File: src/rtl/sr_request_conditioner.sv
`default_nettype none
`timescale 1ns/1ps
// ============================================================================
// Module      : sr_request_conditioner
// Description : Synchronizes and debounces raw set/clear requests and turns
//               their rising edges into clean, mutually exclusive S/R pulses.
// Revision    : 1.0 - initial release
// ============================================================================
module sr_request_conditioner #(
    parameter int DEBOUNCE_CYCLES = 4,
    parameter int CNT_W           = 3,
    parameter int CONFLICT_MODE   = 0
) (
    input  logic clk,
    input  logic rst_n,
    input  logic set_req,
    input  logic rst_req,
    input  logic clr_err,
    output logic S,
    output logic R,
    output logic q_model,
    output logic conflict,
    output logic err_sticky
);

    if (DEBOUNCE_CYCLES < 1 || DEBOUNCE_CYCLES > (2**CNT_W) - 1) begin : g_bad_debounce
        $error("DEBOUNCE_CYCLES must lie in 1..2**CNT_W-1");
    end
    if (CONFLICT_MODE < 0 || CONFLICT_MODE > 2) begin : g_bad_mode
        $error("CONFLICT_MODE must be 0, 1 or 2");
    end

    localparam logic [CNT_W-1:0] DEB_LAST = CNT_W'(DEBOUNCE_CYCLES - 1);

    // Channel 0 carries the set request, channel 1 the clear request.
    logic [1:0]       req;
    logic [1:0]       s1;
    logic [1:0]       s2;
    logic [1:0]       deb;
    logic [1:0]       deb_d;
    logic [CNT_W-1:0] cnt [2];
    logic             set_edge;
    logic             rst_edge;
    logic             s_nxt;
    logic             r_nxt;

    assign req      = {rst_req, set_req};
    assign set_edge = deb[0] & ~deb_d[0];
    assign rst_edge = deb[1] & ~deb_d[1];

    always_comb begin
        s_nxt = set_edge & ~rst_edge;
        r_nxt = rst_edge & ~set_edge;
        if (set_edge && rst_edge) begin
            if (CONFLICT_MODE == 0) begin
                r_nxt = 1'b1;
            end else if (CONFLICT_MODE == 1) begin
                s_nxt = 1'b1;
            end
        end
    end

    always_ff @(posedge clk or negedge rst_n) begin
        if (!rst_n) begin
            s1         <= '0;
            s2         <= '0;
            deb        <= '0;
            deb_d      <= '0;
            cnt[0]     <= '0;
            cnt[1]     <= '0;
            S          <= 1'b0;
            R          <= 1'b0;
            q_model    <= 1'b0;
            conflict   <= 1'b0;
            err_sticky <= 1'b0;
        end else begin
            s1    <= req;
            s2    <= s1;
            deb_d <= deb;
            for (int ch = 0; ch < 2; ch++) begin
                // A level is accepted only after it differs for DEBOUNCE_CYCLES straight edges.
                if (s2[ch] != deb[ch]) begin
                    if (cnt[ch] == DEB_LAST) begin
                        deb[ch] <= s2[ch];
                        cnt[ch] <= '0;
                    end else begin
                        cnt[ch] <= cnt[ch] + 1'b1;
                    end
                end else begin
                    cnt[ch] <= '0;
                end
            end
            S        <= s_nxt;
            R        <= r_nxt;
            conflict <= set_edge & rst_edge;
            if (s_nxt) begin
                q_model <= 1'b1;
            end else if (r_nxt) begin
                q_model <= 1'b0;
            end
            err_sticky <= conflict | (err_sticky & ~clr_err);
        end
    end

endmodule
`default_nettype wire

File: config.mk
export PLATFORM = sky130hd
export DESIGN_NAME = sr_request_conditioner
export DESIGN_NICKNAME = d
export VERILOG_FILES = /design/src/rtl/sr_request_conditioner.sv
export SDC_FILE = /design/constraint.sdc
export NUM_CORES = 1
export LEC_CHECK = 0
export BUFFER_PORTS_ARGS = -buffer_cell sky130_fd_sc_hd__buf_2
export CAP_MARGIN = 40
export CORE_AREA = 2 2 42 44
export CTS_CLUSTER_SIZE = 40
export DETAILED_ROUTE_END_ITERATION = 16
export DIE_AREA = 0 0 44 46
export PLACE_DENSITY = 0.67
export SKIP_LAST_GASP = 1
export SYNTH_ARGS = -nofsm -noshare
export SYNTH_HDL_FRONTEND = slang
export SYNTH_SLANG_ARGS = --single-unit
File: constraint.sdc
create_clock -name clk -period 3.05 [get_ports clk]
set_input_delay 0.1525 -clock clk [delete_from_list [all_inputs] [get_ports clk]]
set_output_delay 0.1525 -clock clk [all_outputs]
set_load 0.01 [all_outputs]
==> flow_metrics.tcl, run 1 <==
set metrics [dict create \
    status "completed" \
    cts_root_buf "clkbuf_4" \
    htree_levels 1 \
    crit_type "flop to flop" \
    yosysWarnings 0 \
    power_frac_seq_pct 56.5 \
    drt-total-wl_um 749 \
    end_kind "flop" \
    dieHeight_um 46 \
    crit_chain "ha_1, nor2b_2, mux2_2" \
    wl_met3_um 46 \
    power_frac_comb_pct 25.6 \
    synthFlopType "dfrtp_1" \
    layout_min_cycle_time_ns 1.17 \
    switching_share_pct 27.8 \
    clk_path_buf_depth 2 \
    avgRoutedWirePerCell_um 10.1 \
    hold_viol 0 \
    yosys-top-cells-count "19 x dfrtp_1, 4 x nor3b_1" \
    postPlaceCellArea_um2 718 \
    via_per_inst 4.55 \
    max_stage_delay_ns 0.36 \
    crit_fanout 3 \
    syn-instance-count 41 \
    gr-total-overflow 0 \
    firstDrtPassIters 2 \
    topRoutingLayerUsed "met4" \
    cts_tree "yes" \
    max_freq_mhz 856 \
    yosysTopAreaCell "dfrtp_1" \
    die_w_um 44 \
    ios 10 \
    max_cap_violations 0 \
    worst_path_max_delay_cell "dfrtp_1" \
    ys_async_sr_fraction_pct 100 \
    pwr_density_cell_nw_per_um2 840 \
    fin_worst_skew_ns 0.00112 \
    port_buffers 9 \
    syn_area_per_cell_um2 15.9 \
    p_int_mw 0.470 \
    switchingPower_mw 0.181 \
    coreArea_um2 1610 \
    nets 65 \
    drt_iter0_drc 1 \
    vdd_drop_max_v 0.000379 \
    route.met2.wl_um 314 \
    diodes 0 \
    synthDistinctLibCells 15 \
    synth-edff-count 0 \
    antenna_found_initial 0 \
    yosys.area.top_type_share_pct 72.9 \
    area.growth.synth_to_final_pct 18.8 \
    post-route-period-util_pct 38.3 \
    dieArea_um2 2020 \
    insertion_delay_ns 0.28 \
    vias 337 \
    cts_buffers 3 \
    drcViolationCount 0 \
    syn-cell-area_um2 652 \
    place.gp.congestion 0.664 \
    initial_core_util_pct 40.4 \
    syn-num-nets 48 \
    clk_pin_slew_ns 0.09 \
    grt_max_degree 20 \
    grt_pass1_vias 322 \
    drtAntennaViolNets 0 \
    grt_pass1_wl_mm 1.33 \
    critPathRequiredTime_ns 3.22 \
    synth_most_common_cell "dfrtp_1" \
    ys_seq_area_share_pct 72.9 \
    final_layout_size_suffix_gt1_share_pct 29.8 \
    hpwl_um 531 \
    worst_pin_slew_ns 0.402 \
    cp-start-kind "flop" \
    final_max_slew_viol_count 0 \
    p_clk_share_pct 17.9 \
    rsz0062_at_grt "no" \
    fin_setup_tns_ns 0 \
    final-setup-viol-count 0 \
    m1WireLength_um 371 \
    cts_setup_buffers 0 \
    design_area_um2 774 \
    synthTopCellsByArea "dfrtp_1 73%, nor3b_1 4.6%, ha_1 3.8%" \
    fillers 147 \
    arrival_ns 1.34 \
    ys_ff_latch 19 \
    power_leakage_nw 0.387 \
    rows 15 \
    ff2ff_path_depth 3 \
    hold_path_depth 3 \
    grtUsageTotal_pct 10.0 \
    min_path_type "input pin to flop" \
    max_slew_margin_pct 73.2 \
    clock-sinks 19 \
]
==> layer usage <==
metal	up-vias	track usage (%)
li1	168	-
met1	157	12.1
met2	10	13.8
met5	-	0
met3	2	3.57
met4	0	9.09
==> flip-flops by register name (all words and copies together) (netlist names) <==
signal and count:
conflict 1, err_sticky 1, deb_d 2, s1 2, s2 2, R 1
q_model 1, cnt 6, S 1, deb 2
==> path summary, 6_finish.rpt <==
| path | startpoint | end | slack [ns] |
|---|---|---|---|
| hold / removal | clr_err | err_sticky | 0.13 |
| max in group asynchronous | rst_n | deb[1] | 2.44 |
| hold reg to reg | s1[0] | s2[0] | 0.36 |
| min in group asynchronous | rst_n | cnt[2] | 0.33 |
| setup / recovery | cnt[0] | deb[1] | 1.88 |
| setup reg to reg | cnt[0] | deb[1] | 1.88 |
==> power groups by stage <==
stage,clock (mW),combinational [mW],sequential [mW]
6_report,0.117,0.166,0.368
5_1_grt,0.134,0.194,0.380
4_1_cts,0.124,0.171,0.368
3_5_place_dp,0,0.169,0.373
3_3_place_gp,0,0.164,0.370
2_1_floorplan,0,0.103,0.383
==> per-stage QoR <==
stage | hold WS (ns) | cells | util (%) | total power, mW | setup WS [ns]
after detailed placement | 0.106 | 67 | 44.5 | 0.542 | 1.90
after global placement | 0.104 | 67 | 44.5 | 0.534 | 1.92
final | 0.134 | 74 | 48.0 | 0.651 | 1.88
after CTS | 0.121 | 74 | 48.0 | 0.664 | 1.88
after global routing | 0.145 | 74 | 48.0 | 0.707 | 1.84
after floorplan | -0.143 | 41 | - | 0.486 | 1.96
==> placed cells by master, fill, tap and decap left out, types with 2 or more instances in the layout <==
cell type	synthesis	layout
ha_1	2	2
dlygate4sd3_1	0	3
nor3b_1	4	4
xnor2_1	2	2
clkbuf_4	0	3
inv_1	2	2
dfrtp_1	19	19
nor3_1	2	2
mux2_2	2	2
buf_2	0	9
==> critical path: cells and delay by family (launching register included) <==
family,cells,cell delay (ns)
flip-flops,1,0.36
multiplexers,1,0.35
AND/OR/NAND/NOR,1,0.19
adder cells (fa/ha/maj),1,0.16
==> logic make-up after synthesis <==
kind of cell	synth area share [%]
DFF	72.9
and+or+nand+nor	14.0
AOI/OAI and AO/OA	1.92
xor gates and xnor gates	2.69
buffers and inverters	1.15
muxes	3.45
adders and majority gates	3.84
==> area by class of cell <==
class                      instances  area, um2  share of cell area (%)
timing repair buffer              12       75.1                    9.69
sequential                        19        475                    61.4
clock buffer                       4       26.3                    3.39
inverter                           2       7.51                   0.969
tap                               17       21.3                    2.75
multi-input combinational         20        169                    21.8
==> repair_timing <==
item / CTS / global route
hold buffers: 3 / 0
endpoints found under the hold margin: 21 / 0
resized for setup: 0 / 0
Note: power is estimated with default switching activity, not from simulation.
==> run 2: changes to the inputs <==
==> constraint.sdc (replaced) <==
create_clock -name clk -period 1.23 [get_ports clk]
set_input_delay 0.0615 -clock clk [delete_from_list [all_inputs] [get_ports clk]]
set_output_delay 0.0615 -clock clk [all_outputs]
set_load 0.01 [all_outputs]
==> run 2 against run 1 <==
- count of clock-buffer cells in the layout did not move
- cell count unchanged
- hold slack worse by 0.11 ns
- fmax increased by 1.2%
==> flow_metrics.tcl, run 2 (same netlist as run 1, synthesis figures left out) <==
set metrics [dict create \
    area.growth.synth_to_final_pct 18.8 \
    r2r_setup_slack_ns 0.08 \
    vias 346 \
    cts_resized 0 \
    avgRoutedWirePerCell_um 10.4 \
    antenna_found_initial 0 \
    firstDrtPassIters 1 \
    reg2reg_from "cnt[0]" \
    finalPower_mw 1.63 \
    final-setup-viol-count 0 \
    dieArea_um2 2020 \
    drt-total-wl_um 768 \
    hold_path.startpoint "clr_err" \
    via_per_inst 4.68 \
    cts_buffers 3 \
    clock-sinks 19 \
    ios 10 \
    hold_path_depth 3 \
    fin_setup_tns_ns 0 \
    final_max_slew_viol_count 0 \
    pwr_density_cell_nw_per_um2 2100 \
    arrival_ns 1.34 \
    top_register "cnt" \
    finish.utilization_pct 48.0 \
    cts_setup_buffers 0 \
    crit_type "flop to flop" \
    drcViolationCount 0 \
    max_freq_mhz 866 \
    fillers 152 \
    post-route-period-util_pct 93.9 \
    cp-start-kind "flop" \
    cts_tree "yes" \
    initial_core_util_pct 40.4 \
    final_layout_size_suffix_gt1_share_pct 29.8 \
    final_common_cell "dfrtp_1" \
    nets 65 \
    place.gp.congestion 0.660 \
    end_kind "flop" \
    grtUsageTotal_pct 11.3 \
    status "completed" \
    largest_reg_flops 6 \
    insertion_delay_ns 0.29 \
    worst_pin_slew_ns 0.395 \
    grt_pass1_wl_mm 1.48 \
    max_cap_violations 0 \
    ff2ff_path_depth 3 \
    drtAntennaViolNets 0 \
    crit_fanout 3 \
    max_slew_margin_pct 73.7 \
    grt_max_degree 20 \
    grt_pass1_vias 355 \
    dieHeight_um 46 \
    clk_path_buf_depth 2 \
    rsz0062_at_grt "no" \
    hpwl_um 532 \
    port_buffers 9 \
    layout_min_cycle_time_ns 1.15 \
    power_leakage_nw 0.387 \
    postPlaceCellArea_um2 718 \
    hold-path-endpoint "err_sticky" \
    htree_levels 1 \
    gr-total-overflow 0 \
    fin_worst_skew_ns 0.00163 \
    cts_root_buf "clkbuf_4" \
    drt_iter0_drc 0 \
    critPathRequiredTime_ns 1.42 \
    diodes 0 \
    hold_viol 0 \
    clk_pin_slew_ns 0.10 \
    coreArea_um2 1610 \
    final_cell_mix "19 x dfrtp_1, 9 x buf_2, 4 x nor3b_1" \
    reg2reg_to "deb[1]" \
    vdd_drop_max_v 0.000766 \
    die_w_um 44 \
    fin_ws_ns 0.0753 \
    rows 15 \
    min_path_type "input pin to flop" \
    pre_cts_ws_ns 0.0862 \
    ctsHoldBuffers 3 \
    design_area_um2 774 \
]
run 2: worst max-delay path by stage:
stage           start      to  slack, ns  cells past startpoint
3_3_place_gp   cnt[0]  deb[1]        0.1                      3
2_1_floorplan  cnt[0]  deb[1]       0.14                      3
4_1_cts        cnt[0]  deb[1]       0.07                      3
6_report       cnt[0]  deb[1]       0.08                      3
5_1_grt        cnt[0]  deb[1]       0.01                      3
3_5_place_dp   cnt[0]  deb[1]       0.09                      3
run 2: final cells by class:
class                   instances  area (um2)  area share, %
flip-flops and latches         19         475           61.4
clock buffers                   4        26.3           3.39
multi-input cells              20         169           21.8
inverters                       2        7.51          0.969
well taps                      17        21.3           2.75
repair buffers                 12        75.1           9.69
run 2: report_power, final:
group | switching [mW] | internal, mW
sequential | 0.0943 | 0.816
clock | 0.178 | 0.126
combinational | 0.191 | 0.222
total | 0.464 | 1.16
run 2: layer usage:
layer / share of wire, % / vias up / track usage, %
met5: 0 / - / 0
met4: 5.2 / 0 / 10.9
met3: 6.0 / 4 / 4.76
met2: 42 / 12 / 15.0
met1: 47 / 163 / 13.6
li1: - / 167 / -
run 2: per-stage QoR:
| stage | hold WS (ns) | cells |
|---|---|---|
| after detailed placement | 0.0142 | 67 |
| after global placement | 0.0133 | 67 |
| after floorplan | -0.234 | 41 |
| final | 0.0284 | 74 |
| after global routing | 0.0442 | 74 |
| after CTS | 0.0208 | 74 |
run 2: critical path: stages, from the launching register on:
cell and delay [ns]:
dfrtp_1 0.36, ha_1 0.16, nor2b_2 0.19, mux2_2 0.34
